### src/rtl/fetch_sequencer_pkg.sv
// fetch_sequencer_pkg
//   Shared types and constants for the fetch sequencer: the FSM state
//   encoding, the MIPS opcode constants this block cares about, and a
//   helper that recognises an unconditional jump word.
package fetch_sequencer_pkg;

  typedef enum logic [1:0] {
    S_IDLE = 2'd0,
    S_RUN  = 2'd1,
    S_HALT = 2'd2
  } fetch_state_e;

  localparam logic [5:0] J_OP   = 6'b000010;
  localparam logic [5:0] BEQ_OP = 6'b000100;
  localparam logic [5:0] LW_OP  = 6'b100011;
  localparam logic [5:0] SW_OP  = 6'b101011;

  function automatic logic is_jump(input logic [31:0] word);
    return word[31:26] == J_OP;
  endfunction

endpackage

### src/rtl/fetch_sequencer_fifo.sv
// fetch_fifo
//   Small synchronous instruction buffer holding {pc, word} entries.
//   Head is read combinationally from the storage array, so an entry written
//   at edge N is visible on dout right after edge N when the buffer was empty.
// Ports
//   clk, rst_n : clock, asynchronous active-low reset
//   push, pop  : write / read requests (pop ignored when empty, push ignored
//                when full unless a pop happens in the same cycle)
//   flush      : drop all entries; wins over push and pop
//   din, dout  : entry in, entry at head
//   count      : number of stored entries (log2(DEPTH)+1 bits)
//   empty, full: occupancy flags
module fetch_fifo #(
  parameter int DEPTH = 2,
  parameter int W     = 64
) (
  input  logic                       clk,
  input  logic                       rst_n,
  input  logic                       push,
  input  logic                       pop,
  input  logic                       flush,
  input  logic [W-1:0]               din,
  output logic [W-1:0]               dout,
  output logic [$clog2(DEPTH):0]     count,
  output logic                       empty,
  output logic                       full
);

  localparam int PW = $clog2(DEPTH);
  localparam int CW = $clog2(DEPTH) + 1;

  logic [W-1:0]  mem_q [DEPTH];
  logic [PW-1:0] rd_q;
  logic [PW-1:0] wr_q;
  logic [CW-1:0] cnt_q;
  logic          do_pop;
  logic          do_push;

  assign empty   = (cnt_q == '0);
  assign full    = (cnt_q == CW'(DEPTH));
  assign do_pop  = pop & ~empty & ~flush;
  assign do_push = push & ~flush & (~full | do_pop);
  assign dout    = mem_q[rd_q];
  assign count   = cnt_q;

  always_ff @(posedge clk or negedge rst_n) begin
    if (!rst_n) begin
      rd_q  <= '0;
      wr_q  <= '0;
      cnt_q <= '0;
      for (int i = 0; i < DEPTH; i++) mem_q[i] <= '0;
    end else if (flush) begin
      // Collapse the write pointer onto the read pointer rather than zeroing
      // both, so the head word seen by decode does not change while empty.
      wr_q  <= rd_q;
      cnt_q <= '0;
    end else begin
      if (do_push) begin
        mem_q[wr_q] <= din;
        wr_q        <= wr_q + PW'(1);
      end
      if (do_pop) rd_q <= rd_q + PW'(1);
      case ({do_push, do_pop})
        2'b10:   cnt_q <= cnt_q + CW'(1);
        2'b01:   cnt_q <= cnt_q - CW'(1);
        default: cnt_q <= cnt_q;
      endcase
    end
  end

endmodule

### src/rtl/fetch_sequencer.sv
// fetch_sequencer
//   Program-counter sequencer for the single-cycle MIPS core. Drives the
//   word address of a combinational instruction ROM, buffers {pc, word}
//   pairs in fetch_fifo, and hands them to decode over valid/ready.
//   Unconditional jumps are folded here; execute can redirect the PC.
// Ports
//   clk, rst_n      : clock, asynchronous active-low reset
//   rom_addr        : ROM word address (equals the PC register)
//   rom_data        : ROM word at rom_addr, same cycle
//   halt            : stop fetching; the buffer keeps draining
//   redirect_valid  : flush the buffer and restart at redirect_pc
//   redirect_pc     : redirect target word address
//   instr_valid     : buffer head valid
//   instr_ready     : decode takes the head this cycle
//   instr, instr_pc : head word and its PC
//   busy            : FSM is not in S_IDLE
//   dbg_state       : current FSM state, for observation only
//
// Handshake: a head entry transfers on any rising edge where instr_valid
// and instr_ready are both 1 (pop); instr_valid never depends on
// instr_ready, and a redirect in the same cycle cancels the transfer.
module fetch_sequencer
  import fetch_sequencer_pkg::*;
#(
  parameter int                ADDR_W     = 32,
  parameter logic [ADDR_W-1:0] RESET_PC   = '0,
  parameter int                FIFO_DEPTH = 2
) (
  input  logic              clk,
  input  logic              rst_n,
  output logic [ADDR_W-1:0] rom_addr,
  input  logic [31:0]       rom_data,
  input  logic              halt,
  input  logic              redirect_valid,
  input  logic [ADDR_W-1:0] redirect_pc,
  output logic              instr_valid,
  input  logic              instr_ready,
  output logic [31:0]       instr,
  output logic [ADDR_W-1:0] instr_pc,
  output logic              busy,
  output fetch_state_e      dbg_state
);

  localparam int EW = ADDR_W + 32;
  localparam int CW = $clog2(FIFO_DEPTH) + 1;
  // Low 26 bits come from the jump target; upper PC bits are kept.
  localparam logic [ADDR_W-1:0] JMASK = ADDR_W'(27'h3FF_FFFF);

  fetch_state_e      state_q;
  logic              busy_q;
  logic [ADDR_W-1:0] pc_q;
  logic [ADDR_W-1:0] pc_d;
  logic              pop;
  logic              fetch;
  logic [EW-1:0]     fifo_dout;
  logic [CW-1:0]     fifo_count;
  logic              fifo_empty;
  logic              fifo_full;

  assign pop   = instr_valid & instr_ready;
  assign fetch = (state_q == S_RUN) & ~redirect_valid & (~fifo_full | pop);

  fetch_fifo #(
    .DEPTH (FIFO_DEPTH),
    .W     (EW)
  ) u_fifo (
    .clk   (clk),
    .rst_n (rst_n),
    .push  (fetch),
    .pop   (pop),
    .flush (redirect_valid),
    .din   ({pc_q, rom_data}),
    .dout  (fifo_dout),
    .count (fifo_count),
    .empty (fifo_empty),
    .full  (fifo_full)
  );

  always_comb begin
    pc_d = pc_q;
    if (redirect_valid) begin
      pc_d = redirect_pc;
    end else if (fetch) begin
      if (is_jump(rom_data)) pc_d = (pc_q & ~JMASK) | (ADDR_W'(rom_data[25:0]) & JMASK);
      else                   pc_d = pc_q + ADDR_W'(1);
    end
  end

  always_ff @(posedge clk or negedge rst_n) begin
    if (!rst_n) pc_q <= RESET_PC;
    else        pc_q <= pc_d;
  end

  // Redirect never changes the state; busy is registered with the state.
  always_ff @(posedge clk or negedge rst_n) begin
    if (!rst_n) begin
      state_q <= S_IDLE;
      busy_q  <= 1'b0;
    end else begin
      case (state_q)
        S_IDLE: begin
          state_q <= S_RUN;
          busy_q  <= 1'b1;
        end
        S_RUN: begin
          if (halt) state_q <= S_HALT;
          busy_q <= 1'b1;
        end
        S_HALT: begin
          if (!halt) state_q <= S_RUN;
          busy_q <= 1'b1;
        end
        default: begin
          state_q <= S_IDLE;
          busy_q  <= 1'b0;
        end
      endcase
    end
  end

  assign rom_addr    = pc_q;
  assign instr_valid = ~fifo_empty;
  assign instr       = fifo_dout[31:0];
  assign instr_pc    = fifo_dout[EW-1:32];
  assign busy        = busy_q;
  assign dbg_state   = state_q;

endmodule

### config.mk
export PLATFORM = sky130hd
export DESIGN_NAME = fetch_sequencer
export DESIGN_NICKNAME = d
export VERILOG_FILES = /design/src/rtl/fetch_sequencer_pkg.sv /design/src/rtl/fetch_sequencer_fifo.sv /design/src/rtl/fetch_sequencer.sv
export SDC_FILE = /design/constraint.sdc
export NUM_CORES = 1
export LEC_CHECK = 0
export ABC_AREA = 1
export BUFFER_PORTS_ARGS = -buffer_cell sky130_fd_sc_hd__buf_4
export CORE_MARGIN = 2
export CORE_UTILIZATION = 40
export CTS_BUF_LIST = sky130_fd_sc_hd__clkbuf_4 sky130_fd_sc_hd__clkbuf_8
export DETAILED_ROUTE_END_ITERATION = 10
export PLACE_DENSITY = 0.7
export SYNTH_ARGS = -nofsm -noshare
export SYNTH_HDL_FRONTEND = slang
export SYNTH_SLANG_ARGS = --single-unit
### constraint.sdc
create_clock -name clk -period 2.4 [get_ports clk]
set_input_delay 0.48 -clock clk [delete_from_list [all_inputs] [get_ports clk]]
set_output_delay 0.48 -clock clk [all_outputs]
set_load 0.01 [all_outputs]
==> results by stage <==
Floorplanning:
- The region available for standard cell placement spans ~20,000 um^2.
- The initial utilization of the core area, before any placement, comes to about two fifths.
- The initialized floorplan defines 52 standard-cell rows.
- During I/O placement, the number of pins put on the boundary was ~170.
- The die is roughly 150 um wide.
- The vertical extent of the die is 148.7 um.
- The full die area is 22,100 um^2.

Synthesis:
- The primary flip-flop cell chosen by synthesis mapping is sky130_fd_sc_hd__dfrtp_1.
- The number of register bits inferred by synthesis is about 170.
- The area of the mapped netlist is around 8400 um^2.
- The total nets after synthesis is 1,098.
- The share of flip-flops with an asynchronous set or reset after synthesis is 100.0%.
- Yosys printed 0 warnings.
- The gate count of the mapped netlist is about 1,000.
- Of the synthesized area, sequential elements account for approximately half.
- Counting flops with a built-in enable in the synthesized netlist gives 0.
- The area fraction of the dominant cell type after synthesis is between 40% and 50%.
- Counting distinct cell types in the post-synthesis netlist gives 38.
- The biggest area consumer among synthesized cells is sky130_fd_sc_hd__dfrtp_1.
- In the post-synthesis netlist, the biggest area contributors are sky130_fd_sc_hd__dfrtp_1 50%, sky130_fd_sc_hd__nand2_1 14%, sky130_fd_sc_hd__o21ai_0 8.7%.
- Averaged over all synthesized cells, the footprint is approximately 8.1 um^2.

Timing:
- Static timing analysis puts the maximum clock frequency at between 0.4 and 0.5 GHz.
- At the pin with the least slew margin, the transition time is 0.6874 ns.
- In the finished design, the share of the clock period the worst path needs comes to between 90% and 100%.
- The number of failing hold endpoints at the final stage is 0.
- The total of endpoints with negative setup slack in the final report is 0.
- Setup repair after global routing left no endpoint under its margin.
- Headroom to the max-slew limit came out at 53.76%.
- The post-layout minimum cycle time is about 2.3 ns.
- The count of pins over their slew limit is 0.
- The maximum clock skew at final layout is 0.01472 ns.
- The final setup TNS is 0 ns.

Global routing:
- The via count of the first global-routing pass is 7,141.
- The first global-routing pass estimated 38,610 um of wire.
- The maximum number of pins on one net before global-route repair is between 70 and 80.
- The initial antenna violation count came to 0.
- The total grt overflow is 0.
- Across every metal layer, demand over resource in global routing totals around 23%.

Cells and area:
- The finished cells cover between 10,000 and 15,000 um^2.
- At the end of the flow, the number of nets in the layout was ~1,300.
- The multi-input combinational cells in the finished layout cover a total of between 3000 and 4000 um^2.
- The number of filler instances in the final layout is 1,972.
- The area growth from synthesis to layout is 24.32%.
- In the final layout, the share of cells above drive strength 1 is between 20% and 30%.
- Leaving out fill and tap cells, the most frequent cells in the layout are 317 x sky130_fd_sc_hd__nand2_1, 180 x sky130_fd_sc_hd__buf_4, 166 x sky130_fd_sc_hd__dfrtp_1.
- Summing all flip-flop and latch instances after layout gives ~4200 um^2.
- 0 antenna diodes ended up in the layout.
- The final design utilization is between 50% and 60%.
- The leading cell type in the layout, fill and taps excluded is sky130_fd_sc_hd__nand2_1.

Pwr:
- The cell leakage power is just under 5 nW.
- The worst ir drop on vdd is around 0.58 mV.
- The total power density per cell area is approximately 1200 nW/um^2.

Clock network:
- The clock input transition at the sequential cells of the worst setup and hold paths is 0.09 ns.
- The number of clock buffers added by TritonCTS is 17.
- The largest buffer count on any clock path is 2.
- The insertion delay to the later sink of the worst-skew pair is between 0.4 and 0.5 ns.
- The H-tree was split into 4 levels.
- The tree is rooted in a sky130_fd_sc_hd__clkbuf_8.
- The clock sink count is 167.
- The number of setup buffers added after CTS is 0.
- TritonCTS built the clock tree.

Route:
- The number of DRC violations after detailed-routing iteration 0 is between 400 and 500.
- Dividing the detail-routed wire length by the instance count gives between 15 and 20 um.
- The routed layout has about 7,400 vias.
- The sum of routed wire length over all layers is approximately 24,000 um.
- The count of TritonRoute iterations in the first routing pass is 5.
- In this run the remaining antenna-violating nets after routing total 0.
- The routed via count divided by cell count is 5.039.
- In the routed design, unresolved DRC markers number 0.

Placement:
- The port buffer count is about 170.
- In this run the cell area measured after placement is about 10000 um^2.
- The congestion estimate from routability-driven global placement came to 0.9124.
- Detailed placement ended at an HPWL of around 18,000 um.

Worst hold path:
- The tightest min-delay check is of the in2reg type.
- The worst hold path was traced through 3 stages.

Setup path:
- The arrival time at the worst endpoint is between 1.5 and 2 ns.
- The worst reg2reg path depth is 10.
- Along the worst path, the maximum fanout reaches around 40.
- STA classifies the critical path startpoint as a flip-flop.
- The critical path data required time is ~1.9 ns.
- The critical path class is reg2out.
- The type of element capturing the critical path is a primary output.

Status:
- The run finished with clean final reports.

Job:
- The max capacitance violation total is 0.
[cells in the mapped netlist, types with 2 or more instances]
cell,instances
sky130_fd_sc_hd__o21ai_0,146
sky130_fd_sc_hd__inv_1,92
sky130_fd_sc_hd__nor3_1,2
sky130_fd_sc_hd__a22oi_1,5
sky130_fd_sc_hd__nand2_1,317
sky130_fd_sc_hd__o21a_1,11
sky130_fd_sc_hd__clkbuf_1,28
sky130_fd_sc_hd__nand4_1,10
sky130_fd_sc_hd__mux2_2,53
sky130_fd_sc_hd__buf_4,3
sky130_fd_sc_hd__a21oi_1,34
sky130_fd_sc_hd__a31oi_1,5
sky130_fd_sc_hd__nand3b_1,5
sky130_fd_sc_hd__dfrtp_1,167
sky130_fd_sc_hd__nor2_2,5
sky130_fd_sc_hd__buf_6,2
sky130_fd_sc_hd__or2_2,2
sky130_fd_sc_hd__nand3_1,19
sky130_fd_sc_hd__nor2_1,76
sky130_fd_sc_hd__a21boi_0,3
sky130_fd_sc_hd__xor2_1,8
sky130_fd_sc_hd__xnor2_1,3
sky130_fd_sc_hd__buf_2,17
[final cells by class]
class | count | area share (%)
Clock buffer | 21 | 2.777
Clock inverter | 11 | 1.082
Inverter | 93 | 3.355
Multi-Input combinational cell | 716 | 34.70
Sequential cell | 167 | 40.19
Tap cell | 270 | 3.246
Timing Repair Buffer | 190 | 14.64
[per-stage QoR]
stage	instances	hold WS (ns)	worst slack (ns)	total power, mW
floorplan	1028	0.1844	0.7410	7.705
global placement	1435	0.4658	0.3595	10.10
detailed placement	1435	0.4673	0.3251	10.26
CTS	1468	0.2118	0.07146	12.33
global route	1468	0.2100	0.01138	13.17
finish	1468	0.2353	0.06845	12.23
[registers in the layout, indices dropped and copies added, names as in the netlist]
register and flops:
busy 1, dbg_state 2, rom_addr 32, u_fifo.count 2
u_fifo.mem_q 128, u_fifo.rd_q 1, u_fifo.wr_q 1
[logic make-up (layout without fill, tap and decap cells)]
family,Yosys count,in the layout,synth area share (%)
AO/OA/AOI/OAI,209,209,13.29
adder cells (fa/ha/maj),1,1,0.1495
AND/OR/NAND/NOR,442,442,21.27
multiplexers,53,53,7.130
flip-flops,167,167,49.93
buffers and inverters,145,315,7.085
XOR/XNOR,11,11,1.151
[critical path, cell delays in order (launching register included)]
cell	delay [ns]
sky130_fd_sc_hd__dfrtp_4	0.52
sky130_fd_sc_hd__buf_6	0.21
sky130_fd_sc_hd__buf_4	0.21
sky130_fd_sc_hd__o21ai_0	0.26
sky130_fd_sc_hd__buf_4	0.18
[final timing paths]
path                                  startpoint           endpoint  slack, ns
worst min-delay path                rom_data[29]   u_fifo.mem_q[93]       0.24
max in group asynchronous                  rst_n  u_fifo.mem_q[114]       1.19
min in group asynchronous                  rst_n   u_fifo.mem_q[28]       0.53
worst max-delay path                 u_fifo.rd_q           instr[4]       0.07
worst max register to register       rom_addr[0]       rom_addr[24]       0.48
worst min register to register  u_fifo.mem_q[60]   u_fifo.mem_q[60]       0.50
[power breakdown]
group	internal (mW)	leakage, nW	switching, mW	total, mW
clock network	0.951	0.209	1.10	2.05
logic	2.51	2.68	2.83	5.34
registers	4.05	2.00	0.796	4.84
[per-layer routing]
| metal | vias to the layer above | global-route usage (%) | wire, um |
|---|---|---|---|
| li1 | 3627 | - | - |
| met1 | 3498 | 30.91 | 10930 |
| met2 | 228 | 34.47 | 10760 |
| met3 | 44 | 5.399 | 1455 |
| met4 | 0 | 9.238 | 881 |
| met5 | - | 0 | 0 |
[timing repair]
item	CTS	global route
endpoints found under the setup margin	1	1
hold buffers	1	0
hold endpoints to repair	47	0
gates resized for setup	1	1
(Power assumes the default switching activity.)
